--- src/rtl/irq_request_latch.sv ---
// Interrupt request front-end: synchronises eight request lines, latches rising edges
// as sticky pending bits with overflow tracking, and drives irq with a post-clear hold-off.
module irq_request_latch #(
    parameter int unsigned HOLDOFF = 2
) (
    input  logic       clk,
    input  logic       rst_n,
    input  logic [7:0] req,
    input  logic [7:0] mask,
    input  logic       clr_valid,
    input  logic [2:0] clr_idx,
    output logic [7:0] pend,
    output logic       irq,
    output logic [7:0] ovf
);

    typedef enum logic [1:0] {
        IDLE,
        ACTIVE,
        HOLD
    } state_t;

    localparam logic [3:0] CNT_INIT = (HOLDOFF == 0) ? 4'd0 : 4'(HOLDOFF - 1);

    logic [7:0] s1_q, s2_q, s3_q;
    logic [7:0] rawPend_q, rawPend_d;
    logic [7:0] ovf_q, ovf_d;
    logic [7:0] rise, clrHit;
    state_t     state_q, state_d;
    logic [3:0] cnt_q, cnt_d;

    // A new edge always wins over a clear of the same line; overflow is then left untouched.
    always_comb begin
        rise      = s2_q & ~s3_q;
        clrHit    = clr_valid ? (8'd1 << clr_idx) : 8'd0;
        rawPend_d = rise | (rawPend_q & ~clrHit);
        ovf_d     = (rise & rawPend_q & ~clrHit) | (ovf_q & ~(clrHit & ~rise));
    end

    always_comb begin
        state_d = state_q;
        cnt_d   = cnt_q;
        unique case (state_q)
            IDLE: begin
                if (|pend) state_d = ACTIVE;
            end
            ACTIVE: begin
                if (clr_valid) begin
                    if (HOLDOFF == 0) begin
                        state_d = IDLE;
                    end else begin
                        state_d = HOLD;
                        cnt_d   = CNT_INIT;
                    end
                end else if (pend == 8'd0) begin
                    state_d = IDLE;
                end
            end
            HOLD: begin
                if (cnt_q == 4'd0) state_d = IDLE;
                else               cnt_d   = cnt_q - 4'd1;
            end
            default: state_d = IDLE;
        endcase
    end

    always_ff @(posedge clk) begin
        if (!rst_n) begin
            s1_q      <= 8'd0;
            s2_q      <= 8'd0;
            s3_q      <= 8'd0;
            rawPend_q <= 8'd0;
            ovf_q     <= 8'd0;
            state_q   <= IDLE;
            cnt_q     <= 4'd0;
        end else begin
            s1_q      <= req;
            s2_q      <= s1_q;
            s3_q      <= s2_q;
            rawPend_q <= rawPend_d;
            ovf_q     <= ovf_d;
            state_q   <= state_d;
            cnt_q     <= cnt_d;
        end
    end

    assign pend = rawPend_q & mask;
    assign irq  = (state_q == ACTIVE);
    assign ovf  = ovf_q;

endmodule

--- config.mk ---
export PLATFORM = sky130hd
export DESIGN_NAME = irq_request_latch
export DESIGN_NICKNAME = d
export VERILOG_FILES = /design/src/rtl/irq_request_latch.sv
export SDC_FILE = /design/constraint.sdc
export NUM_CORES = 1
export LEC_CHECK = 0
export CORE_MARGIN = 5
export CORE_UTILIZATION = 43
export DETAILED_ROUTE_END_ITERATION = 6
export PLACE_DENSITY_LB_ADDON = 0.08
export SLEW_MARGIN = 25
export SYNTH_ARGS = -nofsm -noshare
export SYNTH_HDL_FRONTEND = slang
export SYNTH_SLANG_ARGS = --single-unit
--- constraint.sdc ---
create_clock -name clk -period 3.5 [get_ports clk]
set_input_delay 0.7 -clock clk [delete_from_list [all_inputs] [get_ports clk]]
set_output_delay 0.7 -clock clk [all_outputs]
set_load 0.01 [all_outputs]
==> flow_summary.yaml, run 1 <==
logic_synthesis:
  syn_nets: 193
  ys_seq_area_frac: 0.544
  syn_area_per_cell_um2: 9.95
  muxShareOfSynthArea: 0.0118
  synth.top_cell.area_share: 0.544
  synth_xor_area_frac: 0
  synthTopCellsByArea: "dfxtp_1 (54%), and2_1 (12%), nor2b_1 (6.7%), a21boi_0 (3.1%), o21ai_0 (3.0%)"
  synth_cells: 170
  yosysWarnings: 0
  synth_compound_area_frac: 0.106
  syn_area_mm2: 0.00169
  synth_top_family_by_area: "simple AND/OR/NAND/NOR gates"
  synthAdderAreaFrac: 0.00740
  synth-seq-cells: 46
  yosys.area_share.simple: 0.311
  yosys.area.top_type: "dfxtp_1"
  ys_types: 28
floorplan:
  floorplan.die_area_mm2: 0.00529
  initial_core_util: 0.452
  core_mm2: 0.00374
  io_pins: 39
  die_h_um: 72.7
  num_rows: 22
  die_x_um: 72.7
grt:
  grt_pass1_wl_um: 5690
  grt_max_degree: 29
  grt.overflow.total: 0
  grt_use_total: 0.139
  grt_pass1_vias: 1307
  grt_antenna_before_repair: 0
outcome:
  status: "finished, final reports clean"
drt:
  wl_um: 3410
  via_per_inst: 5.05
  ant_nets: 0
  wl_per_cell_um: 13.2
  drc: 0
  dr.pass1.iters: 4
  via_count: 1303
  drtIter0Drc: 53
final_layout:
  layout-drive-gt1-share: 0.0381
  regArea_um2: 921
  stdcell_area_mm2: 0.00223
  layout_commonest_cell: "dfxtp_1"
  fin_nets: 233
  areaGrowthSynthToFinish_pct: 31.6
  layout_common_cells: "dfxtp_1 (46), clkdlybuf4s50_1 (38), and2_1 (33)"
  num-fill-cells: 343
  num_antenna_cells: 0
  multi_input_area_um2: 737
power_and_ir_drop:
  p_int_mw: 0.824
  power_leakage_nw: 0.822
  power.share.clock: 0.379
  power_frac_seq: 0.533
  p_comb_frac: 0.089
  ir_drop_uv: 341
  p_sw_frac: 0.203
  p_per_area_mw_per_mm2: 465
  p_switching_mw: 0.210
placement:
  place_congestion: 0.786
  dpl_cell_area_mm2: 0.00211
  io_buffers: 38
  hpwlAfterDp_um: 2530
clock_network:
  cts_buffers: 5
  clk_latency_ns: 0.29
  cts_tree: "built"
  clockBufferDepth: 2
  cts_num_sinks: 46
  root_buffer: "clkbuf_8"
  htreeDepth: 2
  cts_hold_buf: 0
  path_clk_slew_ns: 0.08
  cts-resized-gates: 0
  post_cts_buffers: 0
critical_path:
  startpoint: "mask[7]"
  cp_slowest_stage_delay_ns: 0.55
  startpoint_type: "primary input"
  cp.arrival_ns: 1.84
  r2r_start: "cnt_q[0]$_SDFFE_PN0P_"
  path_cells: "clkdlybuf4s50_1 -> and2_1 -> clkdlybuf4s50_1"
  path_max_fanout: 2
  r2r_cells: 5
  r2r_setup_slack_ns: 2.07
  cp.required_ns: 2.80
  crit_top_cell: "clkdlybuf4s50_1"
  crit_type: "primary input to primary output"
  end_kind: "primary output"
  crit_slowest_cell: "clkdlybuf4s50_1"
timing:
  rsz0062_at_grt: "false"
  fmax_mhz: 393
  post-route-period-util: 0.727
  setup_tns_ns: 0
  worstMarginPinSlew_ns: 0.809
  relSlewSlack: 0.459
  clock_skew_ns: 0.00297
  report.final.slew_viol_count: 0
  period_minus_slack_ns: 2.54
  timing.final.hold_violations: 0
  setup_viol: 0
hold_path:
  hold_depth: 1
  min_from: "s1_q[0]$_SDFF_PN0_"
  hold_class: "flip-flop to flip-flop"
job:
  max_cap_viol_count: 0
## kinds of logic (layout without fill, tap and decap cells)
kind of cell,after synthesis,after routing
simple gates,83,83
flops,46,46
compound gates,30,30
buf+inv,8,48
mux,2,2
fa+ha+maj,1,1
## routing by layer
metal  vias to the layer above  share of wire  wire length (um)  GRT usage
met5                         -              0                 0          0
met4                         0          0.016                55     0.0635
met3                         6          0.077               262     0.0510
met2                        37           0.47              1590      0.232
met1                       603           0.44              1500      0.157
li1                        657              -                 -          -
## registers in the layout, indices dropped and copies added, names as in the netlist
name	count
s3_q	8
rawPend_q	8
cnt_q	4
ovf	8
state_q	2
s2_q	8
s1_q	8
## power groups by stage
| stage | registers (mW) | clock network (mW) | logic [mW] |
|---|---|---|---|
| floorplan | 0.561 | 0 | 0.0468 |
| global placement | 0.563 | 0 | 0.0879 |
| detailed placement | 0.564 | 0 | 0.0914 |
| CTS | 0.551 | 0.403 | 0.0924 |
| global route | 0.554 | 0.428 | 0.101 |
| finish | 0.551 | 0.392 | 0.0916 |
## layout make-up
| class | instances | area share |
|---|---|---|
| sequential | 46 | 0.414 |
| multi-input combinational | 116 | 0.331 |
| timing repair buffer | 39 | 0.174 |
| clock buffer | 6 | 0.0371 |
| tap | 48 | 0.0270 |
| clock inverter | 1 | 0.0135 |
| inverter | 2 | 0.00337 |
## cell usage after synthesis
cell	n
a21boi_0	7
a21boi_1	1
a21oi_1	9
a31oi_1	1
and2_1	33
buf_4	1
clkbuf_1	5
dfxtp_1	46
ha_1	1
inv_1	2
mux2i_1	2
nand2_1	2
nand2b_1	2
nand3_1	9
nand3b_1	3
nand4_1	1
nand4b_1	3
nand4bb_1	3
nor2_1	4
nor2b_1	18
nor3b_1	1
nor4_1	1
o211ai_1	1
o21ai_0	10
o311a_1	1
or3_1	1
or4_1	1
or4b_1	1
## critical path, delay by kind of cell
family,cells,cell delay [ns]
simple gates,1,0.14
buf+inv,2,1.00
## metrics by stage
step | power [mW] | util | cells | worst slack [ns] | hold WS, ns
2_1_floorplan | 0.608 | - | 170 | 1.86 | 0.406
6_report | 1.03 | 0.595 | 258 | 0.957 | 0.429
3_3_place_gp | 0.651 | 0.565 | 251 | 0.944 | 0.410
5_1_grt | 1.08 | 0.595 | 258 | 0.897 | 0.455
3_5_place_dp | 0.655 | 0.565 | 251 | 0.940 | 0.410
4_1_cts | 1.05 | 0.595 | 258 | 0.942 | 0.430
## path summary, 6_finish.rpt
path,endpoint
hold / removal,s2_q[0]$_SDFF_PN0_
setup reg to reg,state_q[1]$_SDFFE_PN0P_
hold reg to reg,s2_q[0]$_SDFF_PN0_
setup / recovery,pend[7]
Power figures use the tool's default switching activity.
==> run 2, diff against run 1 <==
==> constraint.sdc (replaced) <==
create_clock -name clk -period 2.6 [get_ports clk]
set_input_delay 0.52 -clock clk [delete_from_list [all_inputs] [get_ports clk]]
set_output_delay 0.52 -clock clk [all_outputs]
set_load 0.01 [all_outputs]
==> run 2 against run 1 <==
Against the previous run:
- hold slack better by 0.0039 ns
- critical endpoint is now pend[5]
- register-to-register slack worse by 0.88 ns
- utilization increased by 0.30 points
- clock power is 28% higher
- via count decreased by 1.0%
- clock skew up 0.0011 ns
==> flow_summary.yaml, run 2 (same netlist as run 1, synthesis figures left out) <==
grt:
  grt_pass1_wl_um: 5380
  grt_pass1_vias: 1213
  grt_max_degree: 22
  grt_antenna_before_repair: 0
  grt_util_met3: 0.0372
  grt.overflow.total: 0
  top_usage_layer: "met2"
  gr-usage-met2: 0.218
  grt_use_total: 0.129
  grt_util_met1: 0.151
clock_network:
  clk_latency_ns: 0.29
  root_buffer: "clkbuf_8"
  cts-resized-gates: 0
  htreeDepth: 2
  path_clk_slew_ns: 0.08
  clockBufferDepth: 2
  post_cts_buffers: 0
  cts_buffers: 5
  cts_hold_buf: 0
  cts_tree: "built"
  cts_num_sinks: 46
critical_path:
  crit_slowest_cell: "clkdlybuf4s50_1"
  path_buf_inv: 2
  startpoint_type: "primary input"
  path_cells: "clkdlybuf4s50_1 -> and2_1 -> clkdlybuf4s50_1"
  cp.arrival_ns: 1.66
  cp.required_ns: 2.08
  cp_slowest_stage_delay_ns: 0.54
  end_kind: "primary output"
  timing.critical_path.max_delay_family: "buffers and inverters"
  crit_top_cell: "clkdlybuf4s50_1"
  path_max_fanout: 2
  crit_type: "primary input to primary output"
power_and_ir_drop:
  ir_drop_uv: 447
  p_switching_mw: 0.282
  power.share.clock: 0.367
  p_int_mw: 1.09
  power_leakage_nw: 0.833
  p_per_area_mw_per_mm2: 612
  p_comb_frac: 0.091
  power_frac_seq: 0.542
  power.total_mw: 1.37
  p_sw_frac: 0.206
final_layout:
  num-fill-cells: 339
  areaGrowthSynthToFinish_pct: 32.2
  layout_commonest_cell: "dfxtp_1"
  layout_common_cells: "dfxtp_1 (46), clkdlybuf4s50_1 (38), and2_1 (33)"
  layout-drive-gt1-share: 0.0516
  fin_nets: 235
  num_antenna_cells: 0
  fin_cells: 261
timing:
  setup_viol: 0
  worstMarginPinSlew_ns: 0.465
  rsz0062_at_grt: "false"
  fmax_mhz: 458
  setup_tns_ns: 0
  clock_skew_ns: 0.00404
  report.final.slew_viol_count: 0
  post-route-period-util: 0.839
  period_minus_slack_ns: 2.18
  timing.final.hold_violations: 0
  relSlewSlack: 0.689
drt:
  wl_um: 3310
  via_count: 1290
  wl_per_cell_um: 12.7
  via_per_inst: 4.94
  dr.pass1.iters: 4
  drtIter0Drc: 61
  drc: 0
  ant_nets: 0
placement:
  io_buffers: 38
  hpwlAfterDp_um: 2530
  dp.cells: 253
  place_congestion: 0.762
job:
  max_cap_viol_count: 0
floorplan:
  io_pins: 39
  initial_core_util: 0.452
  num_rows: 22
  core_mm2: 0.00374
  die_h_um: 72.7
  die_x_um: 72.7
  floorplan.die_area_mm2: 0.00529
hold_path:
  hold_class: "flip-flop to flip-flop"
outcome:
  status: "finished, final reports clean"
==> run 2: cell count changes in the layout (fill, tap and decap cells not counted), sizes merged <==
cell    previous run  this run
clkbuf             6         5
clkinv             0         2
buf                1         3
==> run 2: metrics by stage <==
step / instance area, um^2 / utilization / setup WS, ns / hold WS (ns)
6_report: 2240 / 0.598 / 0.417 / 0.433
5_1_grt: 2240 / 0.598 / 0.366 / 0.454
4_1_cts: 2240 / 0.598 / 0.414 / 0.439
3_5_place_dp: 2130 / 0.569 / 0.417 / 0.420
3_3_place_gp: 2130 / 0.569 / 0.403 / 0.412
2_1_floorplan: 1690 / - / 1.14 / 0.406
==> run 2: per-layer routing <==
layer,vias up,part of all wire
met2,34,0.48
met3,4,0.072
met4,0,0.011
met1,588,0.44
met5,-,0
li1,664,-
==> run 2: path summary, 6_finish.rpt <==
kind,end,from,slack [ns],depth (start not counted)
setup / recovery,pend[5],mask[5],0.42,3
hold / removal,s2_q[0]$_SDFF_PN0_,s1_q[0]$_SDFF_PN0_,0.43,1
setup reg to reg,cnt_q[0]$_SDFFE_PN0P_,cnt_q[0]$_SDFFE_PN0P_,1.19,5
hold reg to reg,s2_q[0]$_SDFF_PN0_,s1_q[0]$_SDFF_PN0_,0.43,1
==> run 2: final cells by class <==
cell class / count / area [um^2] / area share
clock inverter: 3 / 40.0 / 0.0179
multi-input combinational: 116 / 737 / 0.329
inverter: 2 / 7.51 / 0.00336
timing repair buffer: 41 / 403 / 0.180
clock buffer: 5 / 68.8 / 0.0308
sequential: 46 / 921 / 0.412
tap: 48 / 60.1 / 0.0268
==> run 2: power groups by stage <==
| stage | clock, mW | combinational, mW | sequential, mW |
|---|---|---|---|
| after CTS | 0.518 | 0.126 | 0.742 |
| after detailed placement | 0 | 0.125 | 0.759 |
| after global placement | 0 | 0.121 | 0.758 |
| final | 0.502 | 0.125 | 0.742 |
| after global routing | 0.542 | 0.137 | 0.746 |
| after floorplan | 0 | 0.0630 | 0.756 |
==> run 2: worst reg2reg max path: stages, from the launching register on <==
cell,delay (ns)
dfxtp_1,0.31
inv_1,0.09
ha_1,0.20
nor3b_1,0.41
o211ai_1,0.15
o311a_1,0.14
==> run 3, diff against run 2 <==
==> constraint.sdc (replaced) <==
create_clock -name clk -period 2.3 [get_ports clk]
set_input_delay 0.46 -clock clk [delete_from_list [all_inputs] [get_ports clk]]
set_output_delay 0.46 -clock clk [all_outputs]
set_load 0.01 [all_outputs]
==> run 3 against run 2 <==
Against the previous run:
- clock skew increased by 0.0064 ns
- critical path type unchanged
- sequential cell count unchanged
- cell count is 0.77% higher
- sequential share of layout area down 0.30 points
==> flow_summary.yaml, run 3 (same netlist as run 1, synthesis figures left out) <==
outcome:
  status: "finished, final reports clean"
drt:
  ant_nets: 0
  wl_per_cell_um: 12.4
  via_count: 1291
  via_per_inst: 4.91
  drc: 0
  drtIter0Drc: 112
  wl_um: 3260
  dr.pass1.iters: 4
floorplan:
  io_pins: 39
  floorplan.die_area_mm2: 0.00529
  num_rows: 22
  die_h_um: 72.7
  die_x_um: 72.7
  initial_core_util: 0.452
  core_mm2: 0.00374
clock_network:
  cts_tree: "built"
  cts_buffers: 5
  clockBufferDepth: 2
  clk_latency_ns: 0.29
  cts-resized-gates: 0
  htreeDepth: 2
  post_cts_buffers: 0
  root_buffer: "clkbuf_8"
  path_clk_slew_ns: 0.07
  cts_num_sinks: 46
  cts_hold_buf: 0
timing:
  worstMarginPinSlew_ns: 0.444
  report.final.slew_viol_count: 0
  hold_ws_ns: 0.439
  period_minus_slack_ns: 2.06
  relSlewSlack: 0.704
  timing.final.hold_violations: 0
  setup_tns_ns: 0
  post-route-period-util: 0.896
  rsz0062_at_grt: "false"
  clock_skew_ns: 0.0104
  setup_viol: 0
  fmax_mhz: 485
grt:
  grt_antenna_before_repair: 0
  grt_use_total: 0.136
  grt.overflow.total: 0
  grt_pass1_vias: 1266
  grt_pass1_wl_um: 5660
  grt_max_degree: 47
power_and_ir_drop:
  power_frac_seq: 0.540
  p_int_mw: 1.24
  p_per_area_mw_per_mm2: 690
  power.share.clock: 0.369
  power.total_mw: 1.55
  power_leakage_nw: 0.836
  ir_drop_uv: 616
  p_comb_frac: 0.092
  p_sw_frac: 0.206
  p_switching_mw: 0.320
final_layout:
  layout_commonest_cell: "dfxtp_1"
  layout_common_cells: "dfxtp_1 (46), clkdlybuf4s50_1 (38), and2_1 (33)"
  fin_nets: 237
  post-route-util: 0.602
  areaGrowthSynthToFinish_pct: 33.2
  layout-drive-gt1-share: 0.0558
  num-fill-cells: 320
  num_antenna_cells: 0
critical_path:
  cp.arrival_ns: 1.60
  r2r_start: "cnt_q[0]$_SDFFE_PN0P_"
  path_max_fanout: 2
  r2r_setup_slack_ns: 0.91
  startpoint_type: "primary input"
  reg2reg_to: "cnt_q[0]$_SDFFE_PN0P_"
  r2r_cells: 5
  cp.required_ns: 1.84
  end_kind: "primary output"
  crit_type: "primary input to primary output"
hold_path:
  min_from: "s1_q[1]$_SDFF_PN0_"
  holdPathEnd: "s2_q[1]$_SDFF_PN0_"
  hold_class: "flip-flop to flip-flop"
  hold_depth: 1
placement:
  hpwlAfterDp_um: 2420
  place_congestion: 0.833
  io_buffers: 38
job:
  max_cap_viol_count: 0
==> run 3: cell count changes in the layout (fill, tap and decap cells not counted) <==
cell,before,now
buf_4,3,5
clkinv_2,2,0
clkbuf_1,0,1
clkinvlp_4,0,1
==> run 3: routing by layer <==
| metal | up-vias | wire length (um) | global-route usage |
|---|---|---|---|
| met5 | - | 0 | 0 |
| met4 | 0 | 33 | 0.0451 |
| met3 | 4 | 264 | 0.0565 |
| met2 | 33 | 1520 | 0.219 |
| met1 | 589 | 1450 | 0.162 |
| li1 | 665 | - | - |
==> run 3: layout make-up <==
| cell class | instances | area (um^2) | share of cell area |
|---|---|---|---|
| clock inverters | 2 | 37.5 | 0.0167 |
| inverters | 2 | 7.51 | 0.00333 |
| well taps | 48 | 60.1 | 0.0267 |
| multi-input cells | 116 | 737 | 0.327 |
| flip-flops and latches | 46 | 921 | 0.409 |
| clock buffers | 6 | 72.6 | 0.0322 |
| repair buffers | 43 | 418 | 0.185 |
==> run 3: critical path, stage by stage <==
cell	delay, ns
clkdlybuf4s50_1	0.45
and2_1	0.15
clkdlybuf4s50_1	0.55
==> run 3: power groups by stage <==
stage                     clock (mW)  combinational (mW)  sequential (mW)
after floorplan                    0              0.0712            0.854
after global placement             0               0.138            0.856
after detailed placement           0               0.142            0.858
after CTS                      0.591               0.144            0.839
after global routing           0.631               0.158            0.844
final                          0.573               0.143            0.839
==> run 3: per-stage QoR <==
step	cells	instance area [um^2]	worst slack [ns]
global placement	255	2140	0.227
detailed placement	255	2140	0.235
finish	263	2250	0.238
floorplan	170	1690	0.895
global route	263	2250	0.180
CTS	263	2250	0.226
==> run 3: how the worst max path moves through the flow <==
stage,from,to,slack (ns),cells past startpoint
3_3_place_gp,mask[7],pend[7],0.23,3
3_5_place_dp,mask[7],pend[7],0.24,3
4_1_cts,mask[7],pend[7],0.23,3
2_1_floorplan,clr_valid,ovf[0]$_SDFF_PN0_,0.90,4
5_1_grt,mask[5],pend[5],0.18,3
6_report,mask[7],pend[7],0.24,3
